File: src/rtl/window_watchdog_core.sv
// Windowed watchdog engine: closed first window, open second window, fault pulse and lockout.
// Optional build macro WDT_FLT_CLR_EN: an accepted service also clears the fault counter,
// so the reset limit counts consecutive faults instead of cumulative ones.
module window_watchdog_core #(
  parameter int unsigned PRESCALE  = 1,
  parameter int unsigned RST_PULSE = 4
) (
  input  logic       CLK,
  input  logic       RST,
  input  logic [7:0] FWLEN,
  input  logic [7:0] SWLEN,
  input  logic [7:0] RST_LMT,
  input  logic       WDSRVC,
  input  logic       INIT,
  output logic       WDRST,
  output logic       SRVC_ACK,
  output logic       ENO,
  output logic [7:0] FLTCNT,
  output logic [1:0] LAST_FLT,
  output logic [2:0] STATE
);

  typedef enum logic [2:0] {
    StIdle   = 3'd0,
    StFirst  = 3'd1,
    StSecond = 3'd2,
    StFault  = 3'd3,
    StLocked = 3'd4
  } state_e;

  localparam int unsigned PsW = (PRESCALE > 1) ? $clog2(PRESCALE) : 1;
  localparam int unsigned PuW = (RST_PULSE > 1) ? $clog2(RST_PULSE) : 1;
  localparam logic [PsW-1:0] PsMax = PsW'(PRESCALE - 1);
  localparam logic [PuW-1:0] PuMax = PuW'(RST_PULSE - 1);

  state_e         state_q, state_d;
  logic [PsW-1:0] presc_q, presc_d;
  logic [7:0]     cnt_q, cnt_d;
  logic [PuW-1:0] pulse_q, pulse_d;
  logic [7:0]     fwlen_q, fwlen_d;
  logic [7:0]     swlen_q, swlen_d;
  logic [7:0]     lmt_q, lmt_d;
  logic           srvc_prev_q;
  logic           wdrst_q, wdrst_d;
  logic           ack_q, ack_d;
  logic           eno_q, eno_d;
  logic [7:0]     fltcnt_q, fltcnt_d;
  logic [1:0]     last_flt_q, last_flt_d;

  logic       srvc_evt;
  logic       tick;
  logic       expire;
  logic [7:0] cur_len;
  logic [7:0] fltcnt_inc;
  logic       enter_first, enter_second, enter_fault, advance;

  assign srvc_evt   = WDSRVC & ~srvc_prev_q;
  assign tick       = (presc_q == PsMax);
  assign cur_len    = (state_q == StSecond) ? swlen_q : fwlen_q;
  // A zero-length window expires on its first cycle regardless of the prescaler phase.
  assign expire     = (cur_len == 8'd0) ||
                      (tick && (({1'b0, cnt_q} + 9'd1) >= {1'b0, cur_len}));
  assign fltcnt_inc = (fltcnt_q == 8'hFF) ? fltcnt_q : fltcnt_q + 8'd1;

  // Next-state and registered-output computation.
  always_comb begin
    state_d      = state_q;
    presc_d      = presc_q;
    cnt_d        = cnt_q;
    pulse_d      = pulse_q;
    fwlen_d      = fwlen_q;
    swlen_d      = swlen_q;
    lmt_d        = lmt_q;
    wdrst_d      = wdrst_q;
    ack_d        = 1'b0;
    eno_d        = eno_q;
    fltcnt_d     = fltcnt_q;
    last_flt_d   = last_flt_q;
    enter_first  = 1'b0;
    enter_second = 1'b0;
    enter_fault  = 1'b0;
    advance      = 1'b0;

    unique case (state_q)
      StIdle: begin
        if (INIT) enter_first = 1'b1;
      end
      StFirst: begin
        // Service wins over expiry here: a service on the last closed cycle is still early.
        if (srvc_evt) begin
          enter_fault = 1'b1;
          last_flt_d  = 2'b01;
        end else if (expire) begin
          enter_second = 1'b1;
        end else begin
          advance = 1'b1;
        end
      end
      StSecond: begin
        if (srvc_evt) begin
          enter_first = 1'b1;
          ack_d       = 1'b1;
`ifdef WDT_FLT_CLR_EN
          fltcnt_d    = 8'd0;
`endif
        end else if (expire) begin
          enter_fault = 1'b1;
          last_flt_d  = 2'b10;
        end else begin
          advance = 1'b1;
        end
      end
      StFault: begin
        if (pulse_q == PuMax) begin
          if ((lmt_q != 8'd0) && (fltcnt_q >= lmt_q)) begin
            state_d    = StLocked;
            last_flt_d = 2'b11;
            eno_d      = 1'b1;
            wdrst_d    = 1'b1;
          end else begin
            enter_first = 1'b1;
          end
        end else begin
          pulse_d = pulse_q + 1'b1;
        end
      end
      StLocked: state_d = StLocked;
      default:  state_d = StIdle;
    endcase

    if (advance) begin
      if (tick) begin
        presc_d = '0;
        cnt_d   = cnt_q + 8'd1;
      end else begin
        presc_d = presc_q + 1'b1;
      end
    end

    // Config is sampled only when a FIRST window starts; mid-window changes wait for the next one.
    if (enter_first) begin
      state_d = StFirst;
      fwlen_d = FWLEN;
      swlen_d = SWLEN;
      lmt_d   = RST_LMT;
      presc_d = '0;
      cnt_d   = 8'd0;
      wdrst_d = 1'b0;
    end

    if (enter_second) begin
      state_d = StSecond;
      presc_d = '0;
      cnt_d   = 8'd0;
    end

    if (enter_fault) begin
      state_d  = StFault;
      fltcnt_d = fltcnt_inc;
      wdrst_d  = 1'b1;
      pulse_d  = '0;
    end
  end

  // State and output registers with synchronous reset.
  always_ff @(posedge CLK) begin
    if (RST) begin
      state_q     <= StIdle;
      presc_q     <= '0;
      cnt_q       <= 8'd0;
      pulse_q     <= '0;
      fwlen_q     <= 8'd0;
      swlen_q     <= 8'd0;
      lmt_q       <= 8'd0;
      srvc_prev_q <= 1'b0;
      wdrst_q     <= 1'b0;
      ack_q       <= 1'b0;
      eno_q       <= 1'b0;
      fltcnt_q    <= 8'd0;
      last_flt_q  <= 2'b00;
    end else begin
      state_q     <= state_d;
      presc_q     <= presc_d;
      cnt_q       <= cnt_d;
      pulse_q     <= pulse_d;
      fwlen_q     <= fwlen_d;
      swlen_q     <= swlen_d;
      lmt_q       <= lmt_d;
      srvc_prev_q <= WDSRVC;
      wdrst_q     <= wdrst_d;
      ack_q       <= ack_d;
      eno_q       <= eno_d;
      fltcnt_q    <= fltcnt_d;
      last_flt_q  <= last_flt_d;
    end
  end

  assign WDRST    = wdrst_q;
  assign SRVC_ACK = ack_q;
  assign ENO      = eno_q;
  assign FLTCNT   = fltcnt_q;
  assign LAST_FLT = last_flt_q;
  assign STATE    = state_q;

endmodule
File: config.mk
export PLATFORM = sky130hd
export DESIGN_NAME = window_watchdog_core
export DESIGN_NICKNAME = d
export VERILOG_FILES = /design/src/rtl/window_watchdog_core.sv
export SDC_FILE = /design/constraint.sdc
export NUM_CORES = 1
export LEC_CHECK = 0
export ABC_AREA = 1
export CAP_MARGIN = 0
export CORE_ASPECT_RATIO = 1.1
export CORE_UTILIZATION = 30
export CTS_CLUSTER_DIAMETER = 200
export DETAILED_ROUTE_END_ITERATION = 16
export SETUP_SLACK_MARGIN = 0.02
export SLEW_MARGIN = 20
export SYNTH_ARGS = -nofsm -noshare
export SYNTH_HDL_FRONTEND = slang
export SYNTH_SLANG_ARGS = --single-unit
File: constraint.sdc
create_clock -name CLK -period 4.8 [get_ports CLK]
set_input_delay 0.96 -clock CLK [delete_from_list [all_inputs] [get_ports CLK]]
set_output_delay 0.96 -clock CLK [all_outputs]
set_load 0.02 [all_outputs]
==> results.toml, run 1 <==
[outcome]
status = "finished clean"

[global_route]
global_route.usage.total_pct = 13.0
overflow = 0
grt_start_max_net_pins = 48
grt_pass1_vias = 2138
grt_antenna_before_repair = 0
grt_first_pass_wirelength_mm = 9.78

[timing]
final_hold_viol_count = 0
fmaxAchievable_mhz = 367
clock_skew_ns = 0.00610
tightestPinTransition_ns = 0.740
rsz0062_at_grt = "no"
timing_max_transition_violations_final = 0
worst_slew_margin_rel_pct = 50.6
setup-tns-final_ns = 0
finalWorstPathRequiredPeriod_ns = 2.73
layout_worst_path_cycle_share_pct = 56.8
fin_ws_ns = 2.07
fin_worst_hold_slack_ns = 0.453
final_setup_violations = 0

[worst_setup_path]
type_of_element_capturing_the_critical_path = "register"
reg2reg_setup_slack_ns = 2.07
worst_setup_path_start_kind = "register"
reg2reg_from = "STATE[0]$_SDFFE_PP0P_"
r2r.worst_path.cells = 19
cp_data_required_time_ns = 5.06
rr_endpoint = "FLTCNT[3]$_SDFFE_PP0P_"
critical_path.max_fanout = 13
critical_path_class = "register to register"
arrival_ns = 2.98

[final_layout]
multi_input_area_um2 = 1410
number_of_diodes = 0
final-seq-area_um2 = 1020
final_layout_size_suffix_gt1_share_pct = 4.74
layout_commonest_cell = "nand2_1"
post_layout_nonfiller_instances = 533
design_area_um2 = 3330
fin_nets = 468
mostFrequentLayoutCells = "nand2_1, inv_1, dfxtp_1"
layout.filler_cells = 908
area_growth_syn_to_layout_pct = 23.3

[hold_path]
timing.hold.worst.class = "register to register"
worstHoldEndpoint = "ENO$_SDFFE_PP0P_"
min_delay_path_depth = 2
worstHoldStart = "ENO$_SDFFE_PP0P_"

[die]
rows = 35
die_y_um = 102
core_area_um2 = 8540
die_x_um = 92.5
total_die_area_um2 = 9390
effective_utilization_at_floorplan_pct = 31.6
ioPinCount = 44

[clock_tree]
postCtsSetupRepairBufs = 0
cts.path.max_buffers = 2
h_tree_depth = 2
numCtsBuffers = 5
clockRootBuffer = "clkbuf_8"
worst_skew_pair.late_latency_ns = 0.31
clock_transition_at_the_register_clock_pins_on_the_worst_setup_and_hold_paths_after_cts_ns = 0.10
cts-resized-gates = 0
postCtsHoldBufs = 0
tritoncts_num_sinks = 51
tritoncts = "built"

[detailed_routing]
drt-total-wl_mm = 5.99
number_of_design_rule_violations_left_after_detail_routing = 0
drt_first_iter_violations = 99
via_density_per_instance = 4.50
first_pass_iters = 4
drt.antenna.violating_nets = 0
wire_per_inst_um = 11.2
vias = 2401

[logic_synthesis]
synth_edf_count = 0
yosysUniqueCellTypes = 28
post_synth_instance_area_um2 = 2700
yosysWarningCount = 0
postSynthRegisterBits = 51
synthArstFlopShare_pct = 0
yosys_most_used_dff = "dfxtp_1"
synth.avg_cell_area_um2 = 7.07
ys_seq_area_share_pct = 37.8
synthCells = 382
synth_nets = 429

[power]
power.static_leakage_nw = 1.42
max-vdd-ir-drop_mv = 0.171
cellPowerDensity_nw_per_um2 = 413

[placement]
dp.final_hpwl_mm = 4.52
total_instance_count_after_detailed_placement = 525
place.gp.congestion = 0.827
portbufs = 43
place_worst_setup_slack_ns = 1.50
placed_cell_area_um2 = 3210

[run]
max-cap-violations = 0
## where the power goes
| group | leakage (nW) | switching (mW) | internal (mW) | total [mW] |
|---|---|---|---|---|
| Sequential | 0.418 | 0.0399 | 0.494 | 0.534 |
| Clock | 0.0618 | 0.151 | 0.172 | 0.323 |
| Combinational | 0.941 | 0.329 | 0.189 | 0.518 |
| Total | 1.42 | 0.520 | 0.854 | 1.37 |
## worst max path at each step
stage / from / end / slack [ns] / cells after the start
final: STATE[0]$_SDFFE_PP0P_ / FLTCNT[3]$_SDFFE_PP0P_ / 2.07 / 19
after global routing: STATE[1]$_SDFFE_PP0P_ / cnt_q[5]$_SDFFE_PP0P_ / 1.67 / 17
after CTS: WDSRVC / lmt_q[6]$_SDFFE_PP0P_ / 1.83 / 10
after detailed placement: WDSRVC / lmt_q[6]$_SDFFE_PP0P_ / 1.50 / 10
after global placement: WDSRVC / swlen_q[6]$_SDFFE_PP0P_ / 1.62 / 10
after floorplan: STATE[0]$_SDFFE_PP0P_ / STATE[0]$_SDFFE_PP0P_ / 2.44 / 21
## sequential cells by signal, indices dropped and copies added, names as in the netlist
name         flops
FLTCNT           8
cnt_q            8
fwlen_q          8
lmt_q            8
swlen_q          8
STATE            3
LAST_FLT         2
pulse_q          2
ENO              1
SRVC_ACK         1
WDRST            1
srvc_prev_q      1
## metal layers
metal | part of all wire, % | wire [um] | up-vias | global-route usage [%]
met5 | 0 | 0 | - | 0
met4 | 1.2 | 73 | 0 | 4.69
met3 | 3.3 | 195 | 5 | 2.18
met2 | 47 | 2790 | 40 | 21.0
met1 | 49 | 2930 | 1046 | 17.4
li1 | - | - | 1310 | -
## per-stage QoR
stage	util [%]	power, mW
floorplan	-	0.928
global placement	37.6	1.05
detailed placement	37.6	1.06
CTS	39.0	1.39
global route	39.0	1.49
finish	39.0	1.37
## area by class of cell
type | instances | area share [%]
sequential | 51 | 30.7
multi-input combinational | 264 | 42.3
clock inverter | 2 | 1.16
tap | 111 | 4.17
inverter | 56 | 6.31
timing repair buffer | 43 | 12.9
clock buffer | 6 | 2.48
## synth_stat cells, types with 3 or more instances
cell type	count	area share, %
nand4_1	4	0.93
nor2_1	28	3.9
a21oi_1	44	8.2
nand3_1	16	3.0
nand2_1	87	12
inv_2	3	0.42
buf_2	5	0.93
nor3_1	7	1.3
inv_1	53	7.4
xor2_1	7	2.3
clkbuf_1	4	0.56
xnor2_1	5	1.6
nand2_2	3	0.69
o21ai_0	29	5.4
ha_1	19	8.8
dfxtp_1	51	38
## worst max-delay path, cell delays in order (launching register included)
cell and delay, ns:
dfxtp_1 0.40, inv_2 0.13, nand3_2 0.25, nand2_1 0.13, nand2_1 0.10, ha_1 0.31, nand2_1 0.07, nor2_1 0.10
nand2_1 0.05, nand3_1 0.06, nand2_1 0.05, nand2_1 0.05, nand2_1 0.06, nand3_2 0.11, nand2_1 0.09, nand2_2 0.21
nand2_2 0.19, o21ai_1 0.16, nand2_1 0.06, nor2_1 0.10
## cells by family (layout without fill, tap and decap cells)
group,count (synthesis),in the layout,synth area share (%)
flops,51,51,37.8
compound gates,81,81,15.6
xor+xnor,12,12,3.89
buf+inv,67,107,10.1
fa+ha+maj,19,19,8.80
simple gates,152,152,23.8
Power figures use the tool's default switching activity.
==> run 2: changes to the inputs <==
- clock period: 4.8 -> 2.9 ns (I/O delays scaled with it)
==> run 2 against run 1 <==
Compared with the run above:
- total power rose by 68%
- register-to-register slack got worse by 1.7 ns
- highest routed layer unchanged
- combinational power rose by 76%
- core utilization rose by 0.70 points
==> results.toml, run 2 (synthesis gave the netlist of run 1 again) <==
[worst_setup_path]
r2r.worst_path.cells = 19
arrival_ns = 2.81
setup.worst_path.end = "FLTCNT[0]$_SDFFE_PP0P_"
worst_setup_path_start_kind = "register"
stage_delay_of_the_slowest_cell_on_the_critical_path_ns = 0.52
critPathMostFrequentCell = "nand2_1"
critical_path.max_fanout = 13
critical_path_class = "register to register"
reg2reg_from = "STATE[0]$_SDFFE_PP0P_"
crit_path_top_delay_cell = "dfxtp_1"
type_of_element_capturing_the_critical_path = "register"
path_buf_inv = 3
cp_data_required_time_ns = 3.14
rr_endpoint = "FLTCNT[0]$_SDFFE_PP0P_"
critical_path_cell_count = 19
critical_path.cell_chain = "inv_2 > nand3_4 > nand2_1 > nand2_1 > inv_1 > ha_1 > inv_1 > nand2_1 > nand2_1 > nand3_1 > nand2_1 > nand2_1 > nand2_1 > nand3_2 > nand2_1 > nand2_4 > nand2_2 > o21ai_0 > a21oi_1"
reg2reg_setup_slack_ns = 0.33
worst_path_dominant_cell_family = "simple AND/OR/NAND/NOR gates"
startpoint = "STATE[0]$_SDFFE_PP0P_"

[hold_path]
timing.hold.worst.class = "register to register"

[placement]
place.gp.congestion = 0.776
portbufs = 43
dp.final_hpwl_mm = 4.69

[clock_tree]
postCtsHoldBufs = 0
tritoncts_num_sinks = 51
worst_skew_pair.late_latency_ns = 0.31
clock_transition_at_the_register_clock_pins_on_the_worst_setup_and_hold_paths_after_cts_ns = 0.10
cts-resized-gates = 0
numCtsBuffers = 5
clockRootBuffer = "clkbuf_8"
tritoncts = "built"
cts.path.max_buffers = 2
h_tree_depth = 2
postCtsSetupRepairBufs = 0

[global_route]
grt_start_max_net_pins = 45
grt_antenna_before_repair = 0
grt_first_pass_wirelength_mm = 10.8
grt_pass1_vias = 2309
overflow = 0
global_route.usage.total_pct = 14.4

[die]
die_x_um = 92.5
effective_utilization_at_floorplan_pct = 31.6
core_area_um2 = 8540
die_y_um = 102
total_die_area_um2 = 9390
rows = 35
ioPinCount = 44

[timing]
tightestPinTransition_ns = 0.774
finalWorstPathRequiredPeriod_ns = 2.57
rsz0062_at_grt = "no"
fmaxAchievable_mhz = 389
final_setup_violations = 0
timing_max_transition_violations_final = 0
final_hold_viol_count = 0
worst_slew_margin_rel_pct = 48.4
layout_worst_path_cycle_share_pct = 88.6
clock_skew_ns = 0.00975
setup-tns-final_ns = 0

[final_layout]
layout.core_utilization_pct = 39.7
fin_nets = 473
final_layout_size_suffix_gt1_share_pct = 5.85
area_growth_syn_to_layout_pct = 25.5
mostFrequentLayoutCells = "nand2_1, inv_1, dfxtp_1"
number_of_diodes = 0
layout_commonest_cell = "nand2_1"

[run]
max-cap-violations = 0

[power]
max-vdd-ir-drop_mv = 0.242
power.static_leakage_nw = 1.45
cellPowerDensity_nw_per_um2 = 681

[detailed_routing]
drt-total-wl_mm = 6.22
vias = 2511
number_of_design_rule_violations_left_after_detail_routing = 0
wire_per_inst_um = 11.6
drt_first_iter_violations = 104
drt.antenna.violating_nets = 0
via_density_per_instance = 4.67
first_pass_iters = 4

[outcome]
status = "finished clean"
## run 2: metrics by stage
stage / setup WS [ns] / std cells / power [mW] / hold slack (ns) / area, um2
after floorplan: 0.539 / 382 / 1.54 / 0.429 / 2700
after global placement: 0.276 / 530 / 1.79 / 0.438 / 3260
after detailed placement: 0.254 / 530 / 1.80 / 0.443 / 3260
after CTS: 0.201 / 538 / 2.33 / 0.460 / 3370
after global routing: 0.0409 / 538 / 2.52 / 0.477 / 3390
final: 0.332 / 538 / 2.31 / 0.453 / 3390
## run 2: routing by layer
metal  routed length [um]  up-vias  global-route usage [%]
met5                    0        -                       0
met4                  104        0                    5.41
met3                  177        6                    2.33
met2                 2940       44                    24.6
met1                 3000     1140                    18.2
li1                     -     1321                       -
## run 2: area by class of cell
type | instances | area, um2
multi-input combinational | 264 | 1430
inverter | 56 | 210
fill | 877 | 5150
sequential | 51 | 1020
clock buffer | 5 | 68.8
tap | 111 | 139
timing repair buffer | 48 | 480
clock inverter | 3 | 43.8
## run 2: worst register-to-register path, stage by stage, from the launching register on
cell and delay, ns:
dfxtp_1 0.52, inv_2 0.13, nand3_4 0.17, nand2_1 0.07
nand2_1 0.09, inv_1 0.06, ha_1 0.27, inv_1 0.06
nand2_1 0.05, nand2_1 0.06, nand3_1 0.06, nand2_1 0.06
nand2_1 0.05, nand2_1 0.07, nand3_2 0.11, nand2_1 0.14
nand2_4 0.12, nand2_2 0.17, o21ai_0 0.09, a21oi_1 0.16
## run 2: how the worst min path moves through the flow
| stage | start | endpoint | slack [ns] | cells past startpoint |
|---|---|---|---|---|
| after floorplan | swlen_q[3]$_SDFFE_PP0P_ | swlen_q[3]$_SDFFE_PP0P_ | 0.43 | 2 |
| final | LAST_FLT[0]$_SDFFE_PP0P_ | LAST_FLT[0]$_SDFFE_PP0P_ | 0.45 | 2 |
| after global placement | LAST_FLT[0]$_SDFFE_PP0P_ | LAST_FLT[0]$_SDFFE_PP0P_ | 0.44 | 2 |
| after global routing | fwlen_q[0]$_SDFFE_PP0P_ | fwlen_q[0]$_SDFFE_PP0P_ | 0.48 | 2 |
| after CTS | LAST_FLT[0]$_SDFFE_PP0P_ | LAST_FLT[0]$_SDFFE_PP0P_ | 0.46 | 2 |
| after detailed placement | LAST_FLT[0]$_SDFFE_PP0P_ | LAST_FLT[0]$_SDFFE_PP0P_ | 0.44 | 2 |
## run 2: power breakdown
group	total, mW	internal (mW)	switching [mW]
registers	0.888	0.819	0.0690
clock network	0.509	0.257	0.252
logic	0.912	0.353	0.559
total	2.31	1.43	0.880
